--- config.mk ---
export PLATFORM = sky130hd
export DESIGN_NAME = fcmp_minmax
export DESIGN_NICKNAME = d
export VERILOG_FILES = /design/src/rtl/fpu_pkg.sv /design/src/rtl/fp_mag_cmp.sv /design/src/rtl/fcmp_minmax.sv
export SDC_FILE = /design/constraint.sdc
export NUM_CORES = 1
export LEC_CHECK = 0
export CAP_MARGIN = 10
export CORE_MARGIN = 8
export CORE_UTILIZATION = 46
export DETAILED_ROUTE_END_ITERATION = 10
export GPL_TIMING_DRIVEN = 0
export PLACE_DENSITY = 0.81
export SKIP_LAST_GASP = 1
export SYNTH_ARGS = -nofsm -noshare
export SYNTH_HDL_FRONTEND = slang
export SYNTH_HIERARCHICAL = 1
export SYNTH_SLANG_ARGS = --single-unit
--- constraint.sdc ---
create_clock -name clk -period 3.8 [get_ports clk]
set_input_delay 0.38 -clock clk [delete_from_list [all_inputs] [get_ports clk]]
set_output_delay 0.38 -clock clk [all_outputs]
set_load 0.1 [all_outputs]
--- src/rtl/fpu_pkg.sv ---
// Shared FPU definitions: compare/min-max op encodings, class-vector bit
// indices and the canonical single-precision NaN.
package fpu_pkg;

  localparam logic [2:0] FCMP_FEQ  = 3'd0;
  localparam logic [2:0] FCMP_FLT  = 3'd1;
  localparam logic [2:0] FCMP_FLE  = 3'd2;
  localparam logic [2:0] FCMP_FMIN = 3'd3;
  localparam logic [2:0] FCMP_FMAX = 3'd4;

  localparam int CLS_NEG_INF  = 0;
  localparam int CLS_NEG_NORM = 1;
  localparam int CLS_NEG_SUB  = 2;
  localparam int CLS_NEG_ZERO = 3;
  localparam int CLS_POS_ZERO = 4;
  localparam int CLS_POS_SUB  = 5;
  localparam int CLS_POS_NORM = 6;
  localparam int CLS_POS_INF  = 7;
  localparam int CLS_SNAN     = 8;
  localparam int CLS_QNAN     = 9;

  localparam logic [31:0] CANON_NAN_S = 32'h7FC00000;

endpackage

--- src/rtl/fp_mag_cmp.sv ---
// Combinational sign-magnitude ordering of two FP operands; zero_equal_i
// selects whether -0 and +0 tie (compares) or order as -0 < +0 (min/max).
module fp_mag_cmp #(
  parameter int W = 32
) (
  input  logic [W-1:0] a_i,
  input  logic [W-1:0] b_i,
  input  logic         zero_equal_i,
  output logic         lt_o,
  output logic         eq_o
);

  logic         sa, sb;
  logic [W-2:0] ma, mb;

  assign sa = a_i[W-1];
  assign sb = b_i[W-1];
  assign ma = a_i[W-2:0];
  assign mb = b_i[W-2:0];

  always_comb begin
    lt_o = 1'b0;
    eq_o = (a_i == b_i);
    if (zero_equal_i && (ma == '0) && (mb == '0)) begin
      eq_o = 1'b1;
    end else if (sa != sb) begin
      lt_o = sa;
    end else if (sa) begin
      // both negative: larger magnitude is the smaller value
      lt_o = (ma > mb);
    end else begin
      lt_o = (ma < mb);
    end
  end

endmodule

--- src/rtl/fcmp_minmax.sv ---
// Two-stage FP compare / min-max unit with valid/ready on both sides.
// Optional sticky NV accumulator enabled by `define FCMP_STICKY_FLAGS_EN.
module fcmp_minmax
  import fpu_pkg::*;
#(
  parameter int EXPWIDTH = 8,
  parameter int SIGWIDTH = 24,
  parameter int XLEN     = 32
) (
  input  logic                         clk,
  input  logic                         rst,
  input  logic                         in_valid,
  output logic                         in_ready,
  input  logic [2:0]                   op,
  input  logic [EXPWIDTH+SIGWIDTH-1:0] frs1,
  input  logic [EXPWIDTH+SIGWIDTH-1:0] frs2,
  input  logic [XLEN-1:0]              cls1,
  input  logic [XLEN-1:0]              cls2,
  output logic                         out_valid,
  input  logic                         out_ready,
  output logic [XLEN-1:0]              result,
  output logic                         nv,
  input  logic                         nv_clr,
  output logic                         sticky_nv
);

  localparam int OPW = EXPWIDTH + SIGWIDTH;

  logic            adv1, adv2;
  logic            s1_valid_q, s1_valid_d, s2_valid_q, s2_valid_d;
  logic [2:0]      op_q;
  logic [OPW-1:0]  a_q, b_q;
  logic            qnan1_q, snan1_q, qnan2_q, snan2_q;
  logic [XLEN-1:0] result_q, result_d;
  logic            nv_q, nv_d;
  logic            zero_eq, lt_c, eq_c;
  logic [OPW-1:0]  res_c;
  logic            nv_c;

  assign adv2     = !s2_valid_q || out_ready;
  assign adv1     = !s1_valid_q || adv2;
  assign in_ready = adv1;

  assign s1_valid_d = adv1 ? in_valid : s1_valid_q;
  assign s2_valid_d = adv2 ? s1_valid_q : s2_valid_q;

  // Stage 1: capture operands and only the NaN bits of the class vectors
  always_ff @(posedge clk) begin
    if (adv1 && in_valid) begin
      op_q    <= op;
      a_q     <= frs1;
      b_q     <= frs2;
      qnan1_q <= cls1[CLS_QNAN];
      snan1_q <= cls1[CLS_SNAN];
      qnan2_q <= cls2[CLS_QNAN];
      snan2_q <= cls2[CLS_SNAN];
    end
  end

  assign zero_eq = (op_q == FCMP_FEQ) || (op_q == FCMP_FLT) || (op_q == FCMP_FLE);

  fp_mag_cmp #(.W(OPW)) u_mag_cmp (
    .a_i          (a_q),
    .b_i          (b_q),
    .zero_equal_i (zero_eq),
    .lt_o         (lt_c),
    .eq_o         (eq_c)
  );

  always_comb begin
    logic nan1, nan2, any_nan, any_snan;
    nan1     = qnan1_q | snan1_q;
    nan2     = qnan2_q | snan2_q;
    any_nan  = nan1 | nan2;
    any_snan = snan1_q | snan2_q;
    res_c    = '0;
    nv_c     = 1'b0;
    case (op_q)
      FCMP_FEQ: begin
        res_c = OPW'(!any_nan && eq_c);
        nv_c  = any_snan;
      end
      FCMP_FLT: begin
        res_c = OPW'(!any_nan && lt_c);
        nv_c  = any_nan;
      end
      FCMP_FLE: begin
        res_c = OPW'(!any_nan && (lt_c || eq_c));
        nv_c  = any_nan;
      end
      FCMP_FMIN, FCMP_FMAX: begin
        nv_c = any_snan;
        if (nan1 && nan2)  res_c = OPW'(CANON_NAN_S);
        else if (nan1)     res_c = b_q;
        else if (nan2)     res_c = a_q;
        else if ((op_q == FCMP_FMIN) == lt_c) res_c = a_q;
        else               res_c = b_q;
      end
      default: begin
        res_c = '0;
        nv_c  = 1'b0;
      end
    endcase
  end

  assign result_d = (adv2 && s1_valid_q) ? XLEN'(res_c) : result_q;
  assign nv_d     = (adv2 && s1_valid_q) ? nv_c : nv_q;

  // Stage 2: result register drives the outputs directly
  always_ff @(posedge clk or posedge rst) begin
    if (rst) begin
      s1_valid_q <= 1'b0;
      s2_valid_q <= 1'b0;
      result_q   <= '0;
      nv_q       <= 1'b0;
    end else begin
      s1_valid_q <= s1_valid_d;
      s2_valid_q <= s2_valid_d;
      result_q   <= result_d;
      nv_q       <= nv_d;
    end
  end

  assign out_valid = s2_valid_q;
  assign result    = result_q;
  assign nv        = nv_q;

`ifdef FCMP_STICKY_FLAGS_EN
  logic sticky_q, sticky_d;

  // a new NV transfer wins over a simultaneous clear
  always_comb begin
    sticky_d = sticky_q;
    if (nv_clr)                           sticky_d = 1'b0;
    if (s2_valid_q && out_ready && nv_q)  sticky_d = 1'b1;
  end

  always_ff @(posedge clk or posedge rst) begin
    if (rst) sticky_q <= 1'b0;
    else     sticky_q <= sticky_d;
  end

  assign sticky_nv = sticky_q;

  logic unused_in;
  assign unused_in = ^{cls1[XLEN-1:10], cls1[7:0], cls2[XLEN-1:10], cls2[7:0]};
`else
  assign sticky_nv = 1'b0;

  logic unused_in;
  assign unused_in = ^{cls1[XLEN-1:10], cls1[7:0], cls2[XLEN-1:10], cls2[7:0], nv_clr};
`endif

endmodule
Word-level counts from Yosys, hierarchy flattened. Index checks and enable logic that the tools add are counted.

Reductions and logical operators: 22. Bitwise operators: 4. Order comparisons: 2. Muxes and demuxes: 10. Equality and inequality tests: 7.

Operators with widths (count): $mux 32 (4); $pmux 32 s4 (1); $logic_not 31->1 (2); $eq 32x32->1 (1); $gt 31x31->1 (1); $lt 31x31->1 (1); $logic_and 1x1->1 (8); $eq 3x2->1 const B (2); $logic_or 1x1->1 (5); $mux 1 (4); $or 1x1->1 (4); $reduce_or 2->1 (2); $eq 3x1->1 const B (1); $eq 3x3->1 const B (1); $logic_not 1->1 (3); $logic_not 3->1 (1); $reduce_or 3->1 (1); $pmux 1 s2 (1); $eq 1x1->1 (1); $ne 1x1->1 (1).

Bits in registers: 106. Logic and storage cells: 56. Output and inout port bits: 36. Input bits: 136.

Depth between registers and ports, before layout.
Word-level depth: 12. Gate-level depth with buffers: 13. Depth with buffers taken out: 12.

Modules after synthesis. Netlist, hierarchy kept.

Modules (own cells, without submodules): fcmp_minmax (cells each 275, area each 4076.4 um^2, sequential area each 3007.9 um^2, times used 1); fp_mag_cmp (cells each 134, area each 955.9 um^2, sequential area each 0.0 um^2, times used 1).

Least setup slack after synthesis. No wires, ideal clock.

Path type: flip-flop to flip-flop. Start: reg s2_valid_q, in the netlist out_valid. End: reg a_q[0] (enable). Library setup time: 0.436 ns. Buffers on the path: 0. Stages on the path, launching flop included: 3. Required time: 3.364 ns. Data arrival time: 3.526 ns. Slack: -0.162 ns. Period minus slack after synthesis: 3.962 ns. Path through: dfrtp_1 > nand3b_1 > and2_1.

Word-level cells in the longest chain between the ends: 4.

Ends and longest elaborated chain: start, declared (RTL line fcmp_minmax.sv:30) `logic s1_valid_q, s1_valid_d, s2_valid_q, s2_valid_d;`; start signal, assigned (RTL line fcmp_minmax.sv:118) `s2_valid_q <= s2_valid_d;`; $logic_not 1->1 (RTL line fcmp_minmax.sv:40) `assign adv2 = !s2_valid_q || out_ready;`; $logic_or 1x1->1 (RTL line fcmp_minmax.sv:40); $logic_or 1x1->1 (RTL line fcmp_minmax.sv:41) `assign adv1 = !s1_valid_q || adv2;`; net in_ready (RTL line fcmp_minmax.sv:13) `output logic in_ready,`; $logic_and 1x1->1 (RTL line fcmp_minmax.sv:49) `if (adv1 && in_valid) begin`; end signal, assigned (RTL line fcmp_minmax.sv:51) `a_q <= frs1;`; end, declared (RTL line fcmp_minmax.sv:32) `logic [OPW-1:0] a_q, b_q;`.

The timed path passes the listed nets, and every way through them passes these cells. A chain may end at the register's enable or synchronous reset.

Final worst setup path.
Start: reg b_q[30]. End: reg result_q[0], in the netlist result[0].

Word-level cells in the longest chain between the ends: 10. Elaborated cells between the ends (all ways): 19. Those cells by class: order compare (2); eq/ne (2); mux (9); reduce/logical (6).

Ends and longest elaborated chain: start, declared (RTL line fcmp_minmax.sv:32); start signal, assigned (RTL line fcmp_minmax.sv:52) `b_q <= frs2;`; $lt 31x31->1 or $gt 31x31->1 (tied branches) (RTL line fp_mag_cmp.sv:32, fp_mag_cmp.sv:30); $mux 1 (RTL line fp_mag_cmp.sv:28) `end else if (sa) begin`; $mux 1 (RTL line fp_mag_cmp.sv:26) `end else if (sa != sb) begin`; $mux 1 (*) (RTL line fp_mag_cmp.sv:24) `if (zero_equal_i && (ma == '0) && (mb == '0)) begin`; net lt_c (RTL line fcmp_minmax.sv:36) `logic zero_eq, lt_c, eq_c;`; $eq 1x1->1 (RTL line fcmp_minmax.sv:96) `else if ((op_q == FCMP_FMIN) == lt_c) res_c = a_q;`; $mux 32 (RTL line fcmp_minmax.sv:96); $mux 32 (RTL line fcmp_minmax.sv:95) `else if (nan2) res_c = a_q;`; $mux 32 (RTL line fcmp_minmax.sv:94) `else if (nan1) res_c = b_q;`; $mux 32 (RTL line fcmp_minmax.sv:93) `if (nan1 && nan2) res_c = OPW'(CANON_NAN_S);`; $pmux 32 s4 (*) (RTL line fcmp_minmax.sv:78) `case (op_q)`; end signal, assigned (RTL line fcmp_minmax.sv:119) `result_q <= result_d;`; end, declared (RTL line fcmp_minmax.sv:34) `logic [XLEN-1:0] result_q, result_d;`.

Mark *: on every way through the listed nets, which the timed path passes. The rest lies on a longest branch.

==> reports/qor.txt <==
Vias per cell: 5.521
Worst-path clk slew: 120 ps
Port bufs: 109
Netlist Area Pre-Place: 5032 sq um
H-tree levels: 3
Area delta synth->final: 29.71%
GP Congestion: 0.8504
Die Area: 14,540 sq um
Leakage: 2.704 nW
Hold_buf cts: 0
Number of flops mapped to enable cells by yosys: 71
Worst skew pair latency: 380 ps
Placed cell area: 6301 sq um
Endpoint type of the worst setup path: flop
Initial core utilization: 0.4683
FMAX: 0.2734 GHz
Drt total wl: 12,750 microns
Total Routing Usage GR: 0.1759
Peak fanout along the critical path: 10
PwrDens: 420.7 nW/um^2
Largest incremental delay on the critical path: 510 ps
Worst-Margin Slew: 1033 ps
CTS tree: built
First-pass GRT wire length: 20,020 microns
Share of cells above drive strength 1: 0.08007
Hold WC Path Type: primary input to asynchronous set/reset pin
Setup_tns: 0 ps
Fin util: 0.6075
Average cell area after synthesis: 12.30 sq um
Top post-synthesis cells by area: edfxtp_1, dfrtp_1, ha_1, mux2i_1, nand2_1
First-pass DRT Iterations: 4
N_diodes: 0
IO Count: 172
Sequential share of the synthesized area: 0.5977
Final Power: 0.002746 W
Post-Syn Nets: 576
GRT overflow: 0
Antenna-violating nets left: 0
Post-synthesis async set-or-reset flop share: 0.3302
Core area: 10,750 sq um
Final hold viol count: 0
Synth top area share: 0.4237
Design Area, Final: 6528 sq um
WL per Instance: 18.83 microns
Slowest-stage cell, CP: edfxtp_1
Max Buffers Root-to-Sink: 2
Arr. time, crit path: 3920 ps
Vias in the first global route: 3,829
Outcome: completed
Slack of the critical path: 142.8 ps
Initial antenna violation count: 0
Cell count after synthesis: 409
CP most frequent cell: o21ai_1
Die Wd: 120.6 microns
Die height: 120.6 microns
Flops & latches, synth: 106
Worst-path cell chain: inv_1 > ha_1 > nand4_2 > nor4_2 > nand4_1 > a31oi_1 > o21ai_1 > a211oi_2 > xor2_2 > o21ai_4 > buf_8 > mux2i_1 > o21ai_1
# setup viols final: 0
Peak VDD IR: 210.2 uV
DRT iter0 DRCs: 190
Final Slew Violations: 0
Rows: 38
Clock Skews: 23.19 ps
Kind of critical path: flop to flop
CP Data Required Time: 4060 ps
Largest net degree at the start of global routing: 72
Clk sinks: 106
Most used DFF post-synth: edfxtp_1
Max_slew headroom: 0.3092
Worst setup SP type: flop
MaxCap Viol Count: 0
YS warnings: 6
Post-detail-place hpwl: 9652 microns
Cell variety after synth: 51
# DRC: 0
Pre-CTS setup slack: 251.0 ps
Root Buffer: clkbuf_8
# nets final: 699
Final min period: 3657 ps
Yosys top cell by area: edfxtp_1
Via count: 3,738
Number of CTS-inserted buffers: 9
Period utilisation layout: 0.9624
[worst max-delay path: cells and delay by family (launching register included)]
| kind | cells | cell delay [ps] |
|---|---|---|
| muxes | 1 | 300 |
| xor gates and xnor gates | 1 | 160 |
| adders and majority gates | 1 | 310 |
| and+or+nand+nor | 3 | 760 |
| buffers and inverters | 2 | 290 |
| DFF | 1 | 510 |
| AOI/OAI and AO/OA | 5 | 1220 |
[what timing repair did]
item / in CTS / in global routing
setup endpoints to repair: 0 / 22
setup buffers: 0 / 3
gates resized for setup: 0 / 2
[worst paths after layout]
kind | startpoint | end | slack, ps | cells past startpoint
worst max-delay path | b_q[30]$_DFFE_PP_ | result[0]$_DFFE_PP0P_ | 140 | 13
worst min-delay path | rst | result[5]$_DFFE_PP0P_ | 460 | 2
worst max register to register | b_q[30]$_DFFE_PP_ | result[0]$_DFFE_PP0P_ | 140 | 13
worst min register to register | result[9]$_DFFE_PP0P_ | result[9]$_DFFE_PP0P_ | 490 | 2
max in group asynchronous | rst | result[22]$_DFFE_PP0P_ | 2830 | 2
min in group clk | result[9]$_DFFE_PP0P_ | result[9]$_DFFE_PP0P_ | 490 | 2
[per-layer routing]
| metal | share of wire | GRT usage | vias to the layer above |
|---|---|---|---|
| met5 | 0 | 0 | - |
| met4 | 0.024 | 0.07182 | 0 |
| met3 | 0.083 | 0.05268 | 24 |
| met2 | 0.49 | 0.2782 | 165 |
| met1 | 0.41 | 0.2215 | 1792 |
| li1 | - | - | 1757 |
[synthesized netlist by cell type, types with 4 or more instances]
cell type	instances
nand3_1	4
nor4_1	16
o21ai_1	19
nor3_1	5
inv_1	32
mux2i_1	23
edfxtp_1	71
nand2_1	36
dfrtp_1	35
ha_1	31
nand4_1	7
nor2_1	26
a22o_1	6
o21ai_0	12
a21oi_1	20
o2bb2ai_1	6
a22oi_1	7
[layout by cell type, fill, tap and decap left out, drive strengths merged, types with 4 or more instances in the layout]
cell type      synthesis  layout
ha                    31      31
a21oi                 20      20
buf                    9      12
mux2i                 23      23
a22oi                  7       7
o2bb2ai                6       6
dfrtp                 35      35
nor4                  17      17
nand3b                 4       4
nand3                  4       4
clkbuf                 3      13
nand4                  8       8
inv                   32      34
o21ai                 34      34
a21o                   4       4
nor3                   5       5
nor2                  26      26
edfxtp                71      71
clkdlybuf4s50          0     109
a22o                   6       6
nand2                 36      36
[metrics by stage]
stage	instances	hold slack, ps
4_1_cts	674	494.6
3_3_place_gp	658	462.8
6_report	677	457.5
2_1_floorplan	409	457.2
5_1_grt	677	517.8
3_5_place_dp	658	472.8
[cell type report]
class,count,area (sq um)
Timing Repair Buffer,112,1114
Clock inverter,6,75.07
Buffer,12,92.59
Fill cell,884,4218
Clock buffer,10,127.6
Tap cell,140,175.2
Multi-Input combinational cell,259,1815
Sequential cell,106,3008
Inverter,32,120.1
[sequential cells by signal, indices dropped and copies added, names as in the netlist]
| signal | flops |
|---|---|
| nv | 1 |
| qnan2_q | 1 |
| op_q | 3 |
| b_q | 32 |
| a_q | 32 |
| snan2_q | 1 |
| snan1_q | 1 |
| s1_valid_q | 1 |
| result | 32 |
| out_valid | 1 |
| qnan1_q | 1 |
[logic make-up after synthesis]
group | count (synthesis) | synth area share
and+or+nand+nor | 109 | 0.1094
buffers and inverters | 44 | 0.04202
adders and majority gates | 31 | 0.07708
muxes | 23 | 0.04575
other | 1 | 0.0007452
DFF | 106 | 0.5977
AOI/OAI and AO/OA | 92 | 0.1206
xor gates and xnor gates | 3 | 0.006715
[power by group]
group          internal (W)  switching [W]  total, W
Clock              0.000315       0.000398  0.000712
Combinational      0.000218       0.000420  0.000638
Sequential          0.00133      0.0000689   0.00140
No activity file was read; power rests on OpenSTA's default activity.
